--- src/rtl/key_scan_pkg.sv ---
// key_scan_pkg -- shared types and helpers for the key zone scanner.
//   state_t   : scanner FSM states
//   CNT_W     : per-key dark-pixel counter width
//   MAX_KEYS  : upper bound on NUM_KEYS (sets the key index width)
//   PITCH_LOG2: log2 of the frame-buffer line pitch in pixels
//   pix_addr(): byte address of pixel (x, y) in the 16-bit-per-pixel buffer
package key_scan_pkg;

    localparam int CNT_W      = 16;
    localparam int MAX_KEYS   = 16;
    localparam int PITCH_LOG2 = 9;
    localparam int CRD_W      = 16;   // pixel coordinate / small counter width
    localparam int KEY_IDX_W  = 4;    // holds 0..MAX_KEYS-1

    typedef enum logic [2:0] {
        S_IDLE    = 3'd0,
        S_GAP     = 3'd1,
        S_REQ     = 3'd2,
        S_WAIT    = 3'd3,
        S_ACCUM   = 3'd4,
        S_PUBLISH = 3'd5
    } state_t;

    function automatic logic [31:0] pix_addr(input logic [31:0]      base,
                                             input logic [CRD_W-1:0] x,
                                             input logic [CRD_W-1:0] y);
        logic [31:0] lin;
        lin = {16'd0, x} + ({16'd0, y} << PITCH_LOG2);
        return base + (lin << 1);
    endfunction

endpackage

--- src/rtl/zone_accumulator.sv ---
// zone_accumulator -- per-key saturating dark-pixel counters plus the
// pressed/released decision and its output register.
//   i_clk, i_reset   : clock, synchronous active-high reset
//   i_clear          : zero all counters (start of frame)
//   i_inc, i_inc_k   : add one to counter i_inc_k (saturates at all-ones)
//   i_publish        : latch new key flags, flag a change if any bit moved
//   i_press_thresh   : count at which a key reads as pressed
//   o_key_pressed    : registered key flags
//   o_key_changed    : one-cycle pulse alongside a publish that changed flags
// Build option KEY_SCAN_HYSTERESIS_EN: a pressed key only releases once its
// count falls below half the press threshold.
module zone_accumulator
    import key_scan_pkg::*;
#(
    parameter int NUM_KEYS = 8
) (
    input  logic                 i_clk,
    input  logic                 i_reset,
    input  logic                 i_clear,
    input  logic                 i_inc,
    input  logic [KEY_IDX_W-1:0] i_inc_k,
    input  logic                 i_publish,
    input  logic [CNT_W-1:0]     i_press_thresh,
    output logic [NUM_KEYS-1:0]  o_key_pressed,
    output logic                 o_key_changed
);

    logic [CNT_W-1:0]    r_cnt [NUM_KEYS];
    logic [NUM_KEYS-1:0] r_pressed;
    logic                r_changed;
    logic [NUM_KEYS-1:0] w_next;

`ifdef KEY_SCAN_HYSTERESIS_EN
    logic [CNT_W-1:0] w_release_th;
    assign w_release_th = i_press_thresh >> 1;
`endif

    always_ff @(posedge i_clk) begin
        for (int k = 0; k < NUM_KEYS; k++) begin
            if (i_reset || i_clear)
                r_cnt[k] <= '0;
            else if (i_inc && i_inc_k == KEY_IDX_W'(k) && r_cnt[k] != '1)
                r_cnt[k] <= r_cnt[k] + 1'b1;
        end
    end

    always_comb begin
        w_next = '0;
        for (int k = 0; k < NUM_KEYS; k++) begin
`ifdef KEY_SCAN_HYSTERESIS_EN
            w_next[k] = r_pressed[k] ? (r_cnt[k] >= w_release_th)
                                     : (r_cnt[k] >= i_press_thresh);
`else
            w_next[k] = (r_cnt[k] >= i_press_thresh);
`endif
        end
    end

    always_ff @(posedge i_clk) begin
        if (i_reset) begin
            r_pressed <= '0;
            r_changed <= 1'b0;
        end else begin
            r_changed <= 1'b0;
            if (i_publish) begin
                r_pressed <= w_next;
                r_changed <= (w_next != r_pressed);
            end
        end
    end

    assign o_key_pressed = r_pressed;
    assign o_key_changed = r_changed;

endmodule

--- src/rtl/key_zone_scanner.sv ---
// key_zone_scanner -- Avalon read master that walks a grayscale scan band of
// the video-in frame buffer pixel by pixel, counts dark pixels per key zone
// and publishes one pressed flag per key at the end of every frame.
//   CLOCK_50, reset       : clock, synchronous active-high reset
//   enable                : run frames back to back while high
//   luma_thresh           : pixel is dark when strictly below this
//   press_thresh          : dark count at which a key reads pressed
//   bus_grant/addr/byte_enable/read/ack/read_data : bridge master port
//   key_pressed, key_changed, frame_done, busy     : results and status
// Build option KEY_SCAN_HYSTERESIS_EN enables release hysteresis (see
// zone_accumulator).
module key_zone_scanner
    import key_scan_pkg::*;
#(
    parameter int          NUM_KEYS   = 8,
    parameter int          KEY_WIDTH  = 40,
    parameter int          X_START    = 0,
    parameter int          ROW_START  = 200,
    parameter int          ROW_END    = 239,
    parameter logic [31:0] BASE_ADDR  = 32'h0800_0000,
    parameter int          GAP_CYCLES = 3
) (
    input  logic                CLOCK_50,
    input  logic                reset,
    input  logic                enable,
    input  logic [7:0]          luma_thresh,
    input  logic [15:0]         press_thresh,
    input  logic                bus_grant,
    output logic [31:0]         bus_addr,
    output logic [3:0]          bus_byte_enable,
    output logic                bus_read,
    input  logic                bus_ack,
    input  logic [31:0]         bus_read_data,
    output logic [NUM_KEYS-1:0] key_pressed,
    output logic                key_changed,
    output logic                frame_done,
    output logic                busy
);

    localparam logic [CRD_W-1:0]     XI_LAST  = CRD_W'(KEY_WIDTH - 1);
    localparam logic [KEY_IDX_W-1:0] K_LAST   = KEY_IDX_W'(NUM_KEYS - 1);
    localparam logic [CRD_W-1:0]     X_FIRST  = CRD_W'(X_START);
    localparam logic [CRD_W-1:0]     Y_FIRST  = CRD_W'(ROW_START);
    localparam logic [CRD_W-1:0]     Y_LAST   = CRD_W'(ROW_END);
    localparam logic [CRD_W-1:0]     GAP_LAST = CRD_W'(GAP_CYCLES);

    state_t               r_state;
    logic [CRD_W-1:0]     r_xi, r_x, r_y, r_gap;
    logic [KEY_IDX_W-1:0] r_k;
    logic [7:0]           r_pix;
    logic [31:0]          r_bus_addr;
    logic                 r_bus_read;
    logic                 r_frame_done;

    logic w_last_pix, w_dark, w_unused_data;

    assign w_last_pix    = (r_xi == XI_LAST) && (r_k == K_LAST) && (r_y == Y_LAST);
    assign w_dark        = (r_pix < luma_thresh);
    assign w_unused_data = ^bus_read_data[31:8];

    // Enable is honoured only where no read is in flight (GAP, REQ before
    // issue, after the ack); bus_read is therefore never withdrawn early.
    always_ff @(posedge CLOCK_50) begin
        if (reset) begin
            r_state      <= S_IDLE;
            r_bus_read   <= 1'b0;
            r_bus_addr   <= '0;
            r_frame_done <= 1'b0;
            r_xi         <= '0;
            r_x          <= '0;
            r_y          <= '0;
            r_k          <= '0;
            r_gap        <= '0;
            r_pix        <= '0;
        end else begin
            r_frame_done <= 1'b0;
            case (r_state)
                S_IDLE: if (enable) begin
                    r_xi    <= '0;
                    r_k     <= '0;
                    r_x     <= X_FIRST;
                    r_y     <= Y_FIRST;
                    r_gap   <= '0;
                    r_state <= S_GAP;
                end
                S_GAP: begin
                    if (!enable)                r_state <= S_IDLE;
                    else if (r_gap == GAP_LAST) r_state <= S_REQ;
                    else                        r_gap   <= r_gap + 1'b1;
                end
                S_REQ: begin
                    if (!enable) r_state <= S_IDLE;
                    else if (bus_grant) begin
                        r_bus_addr <= pix_addr(BASE_ADDR, r_x, r_y);
                        r_bus_read <= 1'b1;
                        r_state    <= S_WAIT;
                    end
                end
                S_WAIT: if (bus_ack) begin
                    r_bus_read <= 1'b0;
                    r_pix      <= bus_read_data[7:0];
                    r_state    <= enable ? S_ACCUM : S_IDLE;
                end
                S_ACCUM: begin
                    r_gap <= '0;
                    if (!enable)        r_state <= S_IDLE;
                    else if (w_last_pix) r_state <= S_PUBLISH;
                    else begin
                        r_state <= S_GAP;
                        // x walks linearly across the band; xi/k/y only
                        // track zone and row boundaries.
                        if (r_xi == XI_LAST) begin
                            r_xi <= '0;
                            if (r_k == K_LAST) begin
                                r_k <= '0;
                                r_x <= X_FIRST;
                                r_y <= r_y + 1'b1;
                            end else begin
                                r_k <= r_k + 1'b1;
                                r_x <= r_x + 1'b1;
                            end
                        end else begin
                            r_xi <= r_xi + 1'b1;
                            r_x  <= r_x + 1'b1;
                        end
                    end
                end
                S_PUBLISH: begin
                    r_frame_done <= 1'b1;
                    r_state      <= S_IDLE;
                end
                default: r_state <= S_IDLE;
            endcase
        end
    end

    zone_accumulator #(.NUM_KEYS(NUM_KEYS)) u_acc (
        .i_clk          (CLOCK_50),
        .i_reset        (reset),
        .i_clear        (r_state == S_IDLE && enable),
        .i_inc          (r_state == S_ACCUM && w_dark),
        .i_inc_k        (r_k),
        .i_publish      (r_state == S_PUBLISH),
        .i_press_thresh (press_thresh),
        .o_key_pressed  (key_pressed),
        .o_key_changed  (key_changed)
    );

    assign bus_addr        = r_bus_addr;
    assign bus_read        = r_bus_read;
    assign bus_byte_enable = 4'b0001;
    assign frame_done      = r_frame_done;
    assign busy            = (r_state != S_IDLE);

endmodule

--- config.mk ---
export PLATFORM = sky130hd
export DESIGN_NAME = key_zone_scanner
export DESIGN_NICKNAME = d
export VERILOG_FILES = /design/src/rtl/key_scan_pkg.sv /design/src/rtl/zone_accumulator.sv /design/src/rtl/key_zone_scanner.sv
export SDC_FILE = /design/constraint.sdc
export NUM_CORES = 1
export LEC_CHECK = 0
export CAP_MARGIN = 0
export CELL_PAD_IN_SITES_DETAIL_PLACEMENT = 1
export CELL_PAD_IN_SITES_GLOBAL_PLACEMENT = 2
export CORE_ASPECT_RATIO = 1.4
export CORE_MARGIN = 1.5
export CORE_UTILIZATION = 39
export CTS_BUF_LIST = sky130_fd_sc_hd__clkbuf_8
export CTS_CLUSTER_DIAMETER = 120
export DETAILED_ROUTE_END_ITERATION = 10
export GPL_TIMING_DRIVEN = 0
export PLACE_DENSITY = 0.83
export SETUP_SLACK_MARGIN = 0.1
export SLEW_MARGIN = 20
export SYNTH_ARGS = -nofsm -noshare
export SYNTH_HDL_FRONTEND = slang
export SYNTH_SLANG_ARGS = --single-unit
export TNS_END_PERCENT = 50
--- constraint.sdc ---
create_clock -name CLOCK_50 -period 3.5 [get_ports CLOCK_50]
set_input_delay 0.525 -clock CLOCK_50 [delete_from_list [all_inputs] [get_ports CLOCK_50]]
set_output_delay 0.525 -clock CLOCK_50 [all_outputs]
set_load 0.01 [all_outputs]
# == Word level (Yosys, flattened, before mapping) ==
# Memories as Yosys holds them, arrays and structs flattened.
# Cells that the tools add are included.
# op_classes
n_mux,74
n_lt_le_gt_ge,9
bitwise,9
n_eq_ne,36
multipliers,0
shift,0
div_mod_pow,0
addsub,15
n_reduce_logical,36
# ops
operator,n
16-bit 2-to-1 mux,23
"16-bit by 1-bit adder with 16-bit output, second input constant",12
16-bit greater-or-equal comparator,8
"16-bit inequality test, second input constant",8
16-bit case mux with 2 select lines,3
16-bit case mux with 3 select lines,1
1-bit 2-to-1 mux,30
"28-bit by 27-bit adder with 29-bit output, first input constant",1
3-bit 2-to-1 mux,9
16-bit by 25-bit adder with 26-bit output,1
1-bit logical AND,20
4-bit 2-to-1 mux,5
"2-bit inequality test, second input constant",10
"16-bit by 2-bit == test with 1-bit output, second input constant",1
"16-bit by 6-bit == test with 1-bit output, second input constant",1
"16-bit by 8-bit == test with 1-bit output, second input constant",1
"4-bit by 3-bit == test with 1-bit output, second input constant",4
4-bit AND reduction,4
3-bit case mux with 5 select lines,1
"4-bit by 2-bit == test with 1-bit output, second input constant",2
8-bit less-than comparator,1
8-bit inequality test,1
1-bit bitwise OR,8
4-bit case mux with 2 select lines,1
other kinds (18),23
# totals
latch_bits,0
mem_count,1
inputBits,61
register_bits,122
mem_bits_ro,0
ram_bits,128
# mem_list
name,words,width,read_ports,rd_ports_with_merged_regs,wr,line,rtl
u_acc.r_cnt,8,16,8,0,8,zone_accumulator.sv:28,logic [CNT_W-1:0] r_cnt [NUM_KEYS];

# == Depth between registers and ports, before layout ==
# Gate-level depths: netlist of the first run.
# depth
ltp_word,8
ltp_mapped,12
mapped_depth_nobuf,11

# == By module ==
# Synthesis of the first run repeated with hierarchy kept, for this count alone.
# hier_totals
hier_cells,1682
area_unflattened_um2,15511.1
# modules_own_cells
mod,cells_each,instances,seq_area_each_um2,area_per_inst_um2
zone_accumulator,976,1,4023.9,9783.1
key_zone_scanner,706,1,2162.1,5728.0

# == Worst setup path after synthesis of the first run ==
# Ideal clock, no wire load.
# synth_timing
kind,input-to-reg
startpoint,input port luma_thresh[1]
endpoint,memory u_acc.r_cnt[0][0] (enable)
n_path_buf,0
setup_slack_ps,261
stages,8
arrival_time_ps,2827
setup_ps,411
path_cell_list,inv_1 > ha_1 > a21o_1 > a21oi_1 > o21ai_0 > a31oi_1 > o211ai_1 > o21ai_0
# synth_lines
element,line,rtl
from (decl),key_zone_scanner.sv:26,"input logic [7:0] luma_thresh,"
to (decl),zone_accumulator.sv:28,

# == Worst setup path in the final report of the first run ==
# layout_timing
startpoint,input port press_thresh[5]
endpoint,register u_acc.r_changed (netlist: u_acc.o_key_changed)
# layout_via
elab_chain_len,2
# layout_rtl
element,line,rtl
from (decl),key_zone_scanner.sv:27,"input logic [15:0] press_thresh,"
16-bit greater-or-equal comparator,zone_accumulator.sv:54,w_next[k] = (r_cnt[k] >= i_press_thresh);
8-bit inequality test (*),zone_accumulator.sv:67,r_changed <= (w_next != r_pressed);
to (signal assigned),zone_accumulator.sv:67,
to (decl),zone_accumulator.sv:30,logic r_changed;
# Every way passes the cells marked *; elsewhere a longest branch is shown, timed or not.
# A chain may end at the register's enable or synchronous reset.

==> out/qor.txt, run 1 <==
CP arrival: 3670 ps
via count: 12000
dpl hpwl: 30200 microns
I/O pin cnt: 109
Remaining Overflow, GRT: 0
kind of cell adding the most delay to the critical path: compound AO/OA/AOI/OAI gates
synthesis-to-finish area growth: 16.0%
Die Height: 234 microns
post-route minimum period: 3220 ps
yosys warns: 0
commonest non-fill, non-tap cell in the layout: nor2_1
routed len/inst: 18.3 microns
worst vdd ir: 0.000266 V
Clock Power Share: 38.9%
Netlist cell types: 57
CTS max path bufs: 3
vias per cell: 5.33
Synth Area in Simple Gates: 21.7%
global-route wire length before repair: 65100 microns
period utilisation layout: 91.9%
DR iter-0 viols: 467
Seq pwr share: 50.1%
Post-Synthesis Cells: 1605
CTS tree: done
Avg Cell Area, Syn: 9.26 sq um
Max Cap Violations: 0
DRC Markers: 0
CP Cell Sequence: clkdlybuf4s50_1 > inv_1 > ha_1 > a21o_1 > nand3_1 > a21oi_1 > or4_1 > a31oi_1 > xor2_1 > nand4_1 > o41a_1
crit path max fanout: 8
kind of critical path: input port to flop
Tightest Hold Check Type: flop to flop
P_sw: 1760 uW
CP startpoint kind: input port
synthesized flop and latch total: 245
vias in the first global route: 12700
power per cell area: 378 nW/um^2
Crit-path slowest cell: or4_1
post-synthesis xor/xnor area fraction: 11.1%
Post-DRT Antenna Nets: 0
fmax: 311 MHz
Post-Syn Area: 14900 sq um
pre-CTS WS: -829 ps
gr usage total: 21.2%
largest net degree at the start of global routing: 17
Post-Synth Adder-Cell Area: 13.4%
Routed WL: 41100 microns
initial antenna violation count: 1
register area share after synthesis: 41.6%
die area: 39300 sq um
area leader, netlist: edfxtp_1
FP Rows: 84
leading post-synthesis cells by cell area: edfxtp_1 26%, dfxtp_1 16%, ha_1 13%
Final Max Tran Viols: 0
setup violators final: 0
final hold viol count: 0
clock latency on the worst-skew pair: 580 ps
Worst-path clk slew: 60 ps
Pint: 4760 uW
clock root buffer: clkbuf_8
EDFF count, synth: 128
worst-margin pin slew: 1070 ps
H-tree Lvls: 2
Synth Flop Type: edfxtp_1
clk sinks: 245
post-synthesis mux area share: 0.539%
largest family of logic cells by synthesized area: simple AND/OR/NAND/NOR gates
Final Skew: 16.0 ps
unrepaired setup endpoints after global routing: false
CP peak stage delay: 530 ps
Switching Share: 27.0%
layout cell share with drive strength beyond 1: 6.02%
Post-synth ARST share: 0%
Leak Pwr: 0.00661 uW
CP Buf/Inv Count: 2
Logic pwr share: 11.0%
TNS Setup: 0 ps
Synth Area in Compound Gates: 8.21%
Crit. End Element: flop
Placeable Area: 37500 sq um
port bufs: 75
relative slew slack: 28.5%
leading cell types in the layout, fill and taps excluded: 273 x nor2_1, 158 x ha_1, 143 x nand2_1
final net count: 1966
number of buffers inserted by hold repair at cts: 0
Die Span X: 168 microns
total CTS buffers: 43
first-pass iteration count of the detailed router: 4
RePlAce Congestion: 0.785
share of the synthesized area in the top cell type: 25.9%
initial core utilization: 39.6%
Required @ worst endpoint: 3950 ps
status: completed
slack of the critical path: 284 ps
==> metrics by stage <==
| step | hold WS [ps] | util, % | cell area [sq um] | instances | power, uW |
|---|---|---|---|---|---|
| floorplan | 431 | - | 14900 | 1612 | 3740 |
| global placement | 441 | 43.3 | 16200 | 2160 | 3980 |
| detailed placement | 451 | 43.6 | 16400 | 2167 | 4040 |
| CTS | 456 | 45.8 | 17200 | 2246 | 6620 |
| global route | 480 | 46.0 | 17300 | 2251 | 6830 |
| finish | 455 | 46.0 | 17300 | 2251 | 6520 |
==> routing by layer <==
layer	vias up	share of wire, %	GRT usage (%)	wire (microns)
met1	5816	43	24.2	17500
li1	5940	-	-	-
met2	173	51	39.1	20800
met5	-	0	0	0
met3	75	3.7	3.44	1520
met4	0	3.1	8.70	1270
==> power by group through the flow <==
stage	Clock (uW)	Combinational, uW	Sequential, uW
finish	2540	717	3270
global route	2740	811	3280
CTS	2640	720	3270
detailed placement	0	714	3330
global placement	0	657	3330
floorplan	0	455	3290
==> flip-flops by register name (all words and copies together), names as in the netlist, 3 cells and up <==
signal and flops:
r_xi 16, r_pix 8, u_acc.o_key_pressed 8, r_state 3
r_y 16, u_acc.r_cnt 128, bus_addr 27, r_k 4
r_gap 16, r_x 16
==> final timing paths <==
check | start | slack [ps] | depth (start not counted) | endpoint
worst max-delay path | press_thresh[5] | 280 | 11 | u_acc.o_key_changed$_SDFF_PP0_
worst min-delay path | bus_addr[13]$_SDFFE_PP0P_ | 460 | 2 | bus_addr[13]$_SDFFE_PP0P_
worst max register to register | r_y[11]$_SDFFE_PP0P_ | 310 | 12 | r_x[15]$_SDFFE_PP0P_
worst min register to register | bus_addr[13]$_SDFFE_PP0P_ | 460 | 2 | bus_addr[13]$_SDFFE_PP0P_
==> Yosys cell counts, drive strengths merged (8+ instances only) <==
cell type and number:
and4 12, a21o 16, nor3 21, nor2b 8
clkbuf 42, nand4 54, buf 16, nand2b 12
xor2 121, mux2i 8, inv 58, ha 158
or3 14, nand3 78, nor4 9, xnor2 68
nor2 273, o21ai 44, and2 10, and3 27
edfxtp 128, a21oi 84, a211oi 19, a2111oi 9
nand2 143, dfxtp 117
==> cell families after synthesis <==
logic type | Yosys count
AOI/OAI and AO/OA | 200
adders and majority gates | 159
DFF | 245
xor gates and xnor gates | 189
other | 2
and+or+nand+nor | 686
buffers and inverters | 116
muxes | 8
==> area by class of cell <==
| class | count | area (sq um) |
|---|---|---|
| antenna | 1 | 2.50 |
| buffer | 58 | 279 |
| clock buffer | 48 | 661 |
| clock inverter | 28 | 143 |
| fill | 4355 | 20300 |
| inverter | 58 | 221 |
| multi-input combinational | 1251 | 8280 |
| sequential | 245 | 6190 |
| tap | 473 | 592 |
| timing repair buffer | 89 | 890 |
==> tightest hold or removal path: stages, from the launching register on <==
cell     delay, ps
dfxtp_1        300
nand2_1         50
a21oi_1         50
==> what timing repair did <==
| item | 4_1_cts | 5_1_grt |
|---|---|---|
| gates resized for setup | 2 | 10 |
| buffers inserted | 3 | 4 |
| hold endpoints to repair | 0 | 0 |
| pin swaps | 1 | 1 |
| setup endpoints to repair | 42 | 60 |
(Power assumes the default switching activity.)
==> run 2: changes to the inputs <==
- CORE_UTILIZATION: 39 -> 42
- DONT_BUFFER_PORTS: unset -> 1
- PLACE_DENSITY: 0.83 -> 0.82
==> run 2 against run 1 <==
Cell count is 4.4% lower. Clock power shrank 5%. Largest cell class unchanged. Highest routed layer unchanged. Die area is 7.0% lower. Sequential power is essentially flat. Routed wire length down 3.0%. Count of clock-buffer cells in the layout fell by 1. Sequential share of layout area grew 2.0 points. Combinational power fell by 8.2%. Via count shrank 2.4%. Global-route usage rose by 1.1 points. Sequential cell count is the same.
==> out/qor.txt, run 2 (synthesis results as in run 1) <==
status: completed
worst hold path depth: 2
Die Span X: 162 microns
port bufs: 0
hold_ws: 83.2 ps
final net count: 1884
RePlAce Congestion: 0.805
CP arrival: 3640 ps
# fillers: 4111
largest net degree at the start of global routing: 17
clock root buffer: clkbuf_8
period utilisation layout: 91.8%
WHS Endpoint: r_pix[1]$_SDFFE_PP0P_
clock latency on the worst-skew pair: 580 ps
cell area after layout: 16400 sq um
GR peak layer: met2
via count: 11700
Switching Share: 27.3%
met1 GRT Util: 25.4%
vias in the first global route: 12500
initial antenna violation count: 1
dpl hpwl: 29700 microns
crit path max fanout: 8
relative slew slack: 33.9%
TNS Setup: 0 ps
reg-to-reg endpoint: r_x[7]$_SDFFE_PP0P_
final hold viol count: 0
Final Max Tran Viols: 0
Area after DPL: 15600 sq um
max reg flops: 128
Remaining Overflow, GRT: 0
clk sinks: 245
CP startpoint kind: flop
P_sw: 1730 uW
Crit. End Element: flop
Routed WL: 39900 microns
kind of critical path: flop to flop
CP peak stage delay: 560 ps
I/O pin cnt: 109
number of buffers inserted by hold repair at cts: 0
Required @ worst endpoint: 3930 ps
total CTS buffers: 42
GR met2 Demand/Resource: 41.6%
Tightest Hold Check Type: input port to flop
Leak Pwr: 0.00627 uW
DR iter-0 viols: 379
first-pass iteration count of the detailed router: 4
synthesis-to-finish area growth: 10.0%
CP Cell Sequence: buf_6 > or4_1 > or4_1 > or4_1 > buf_2 > and2_4 > buf_6 > and3_4 > buf_6 > nand3_2 > xor2_1 > nor2_1
Tot Pwr: 6340 uW
gr usage total: 22.2%
FP Rows: 81
post-route minimum period: 3210 ps
Seq pwr share: 51.5%
leading cell types in the layout, fill and taps excluded: 273 x nor2_1, 158 x ha_1, 143 x nand2_1
CTS tree: done
Post-CTS Setup Inserts: 0
commonest non-fill, non-tap cell in the layout: nor2_1
layout cell share with drive strength beyond 1: 5.55%
setup violators final: 0
Post-DRT Antenna Nets: 0
Clock Power Share: 38.1%
power per cell area: 388 nW/um^2
H-tree Lvls: 2
unrepaired setup endpoints after global routing: false
worst vdd ir: 0.000307 V
global-route wire length before repair: 63900 microns
R2R depth: 12
die area: 36600 sq um
GR Layer Usage met3: 4.06%
Placeable Area: 34900 sq um
Pint: 4610 uW
Worst-path clk slew: 60 ps
Crit-path slowest cell: or4_1
worst-margin pin slew: 981 ps
Hold Path Origin: bus_read_data[1]
DRC Markers: 0
routed len/inst: 18.5 microns
Die Height: 226 microns
CTS max path bufs: 3
Logic pwr share: 10.4%
vias per cell: 5.45
initial core utilization: 42.6%
fmax: 311 MHz
Reg with most FFs: u_acc.r_cnt
Final Skew: 32.7 ps
worst r2r src: r_y[11]$_SDFFE_PP0P_
r2r setup slk: 290 ps
Max Cap Violations: 0
## run 2: routing by layer
layer / part of all wire [%] / vias to the layer above / routed length, microns
met5: 0 / - / 0
met4: 2.5 / 0 / 991
met3: 4.0 / 70 / 1590
met2: 51 / 158 / 20500
met1: 42 / 5720 / 16800
li1: - / 5765 / -
## run 2: layout make-up
type | instances | area [sq um] | area share, %
Buffer | 58 | 278 | 1.70
Clock buffer | 47 | 647 | 3.95
Tap cell | 456 | 571 | 3.49
Clock inverter | 27 | 108 | 0.658
Multi-Input combinational cell | 1251 | 8260 | 50.5
Sequential cell | 245 | 6190 | 37.8
Antenna cell | 1 | 2.50 | 0.0153
Timing Repair Buffer | 8 | 86.3 | 0.528
Inverter | 58 | 218 | 1.33
## run 2: worst max-delay path, delay by kind of cell (launching register included)
family	cells	cell delay [ps]
xor+xnor	1	170
buf+inv	4	590
flops	1	300
simple gates	7	2010
## run 2: repair_timing
item | in CTS | in global routing
gates resized for setup | 0 | 3
endpoints found under the setup margin | 0 | 4
hold endpoints to repair | 0 | 0
## run 2: worst max-delay path by stage
stage                                           from                                to  cells past startpoint
CTS                 u_acc.r_cnt[0][48]$_SDFFCE_PN0P_    u_acc.o_key_changed$_SDFF_PP0_                     10
global placement                      luma_thresh[1]  u_acc.r_cnt[0][19]$_SDFFCE_PN0P_                      8
finish                          r_y[11]$_SDFFE_PP0P_               r_x[7]$_SDFFE_PP0P_                     12
floorplan                             luma_thresh[1]   u_acc.r_cnt[0][0]$_SDFFCE_PN0P_                      8
global route                   r_pix[1]$_SDFFE_PP0P_  u_acc.r_cnt[0][12]$_SDFFCE_PN0P_                     11
detailed placement                   press_thresh[1]    u_acc.o_key_changed$_SDFF_PP0_                      9
## run 2: power groups by stage
| stage | clock, uW | sequential [uW] | combinational, uW |
|---|---|---|---|
| final | 2410 | 3270 | 658 |
| after global routing | 2620 | 3290 | 748 |
| after CTS | 2520 | 3270 | 667 |
| after detailed placement | 0 | 3330 | 660 |
| after global placement | 0 | 3330 | 605 |
| after floorplan | 0 | 3290 | 455 |
## run 2: metrics by stage
step	setup slack (ps)	std cells	utilization, %
2_1_floorplan	261	1612	-
3_3_place_gp	-995	2068	44.4
3_5_place_dp	-231	2076	44.7
4_1_cts	162	2150	46.9
5_1_grt	114	2151	46.9
6_report	286	2151	46.9
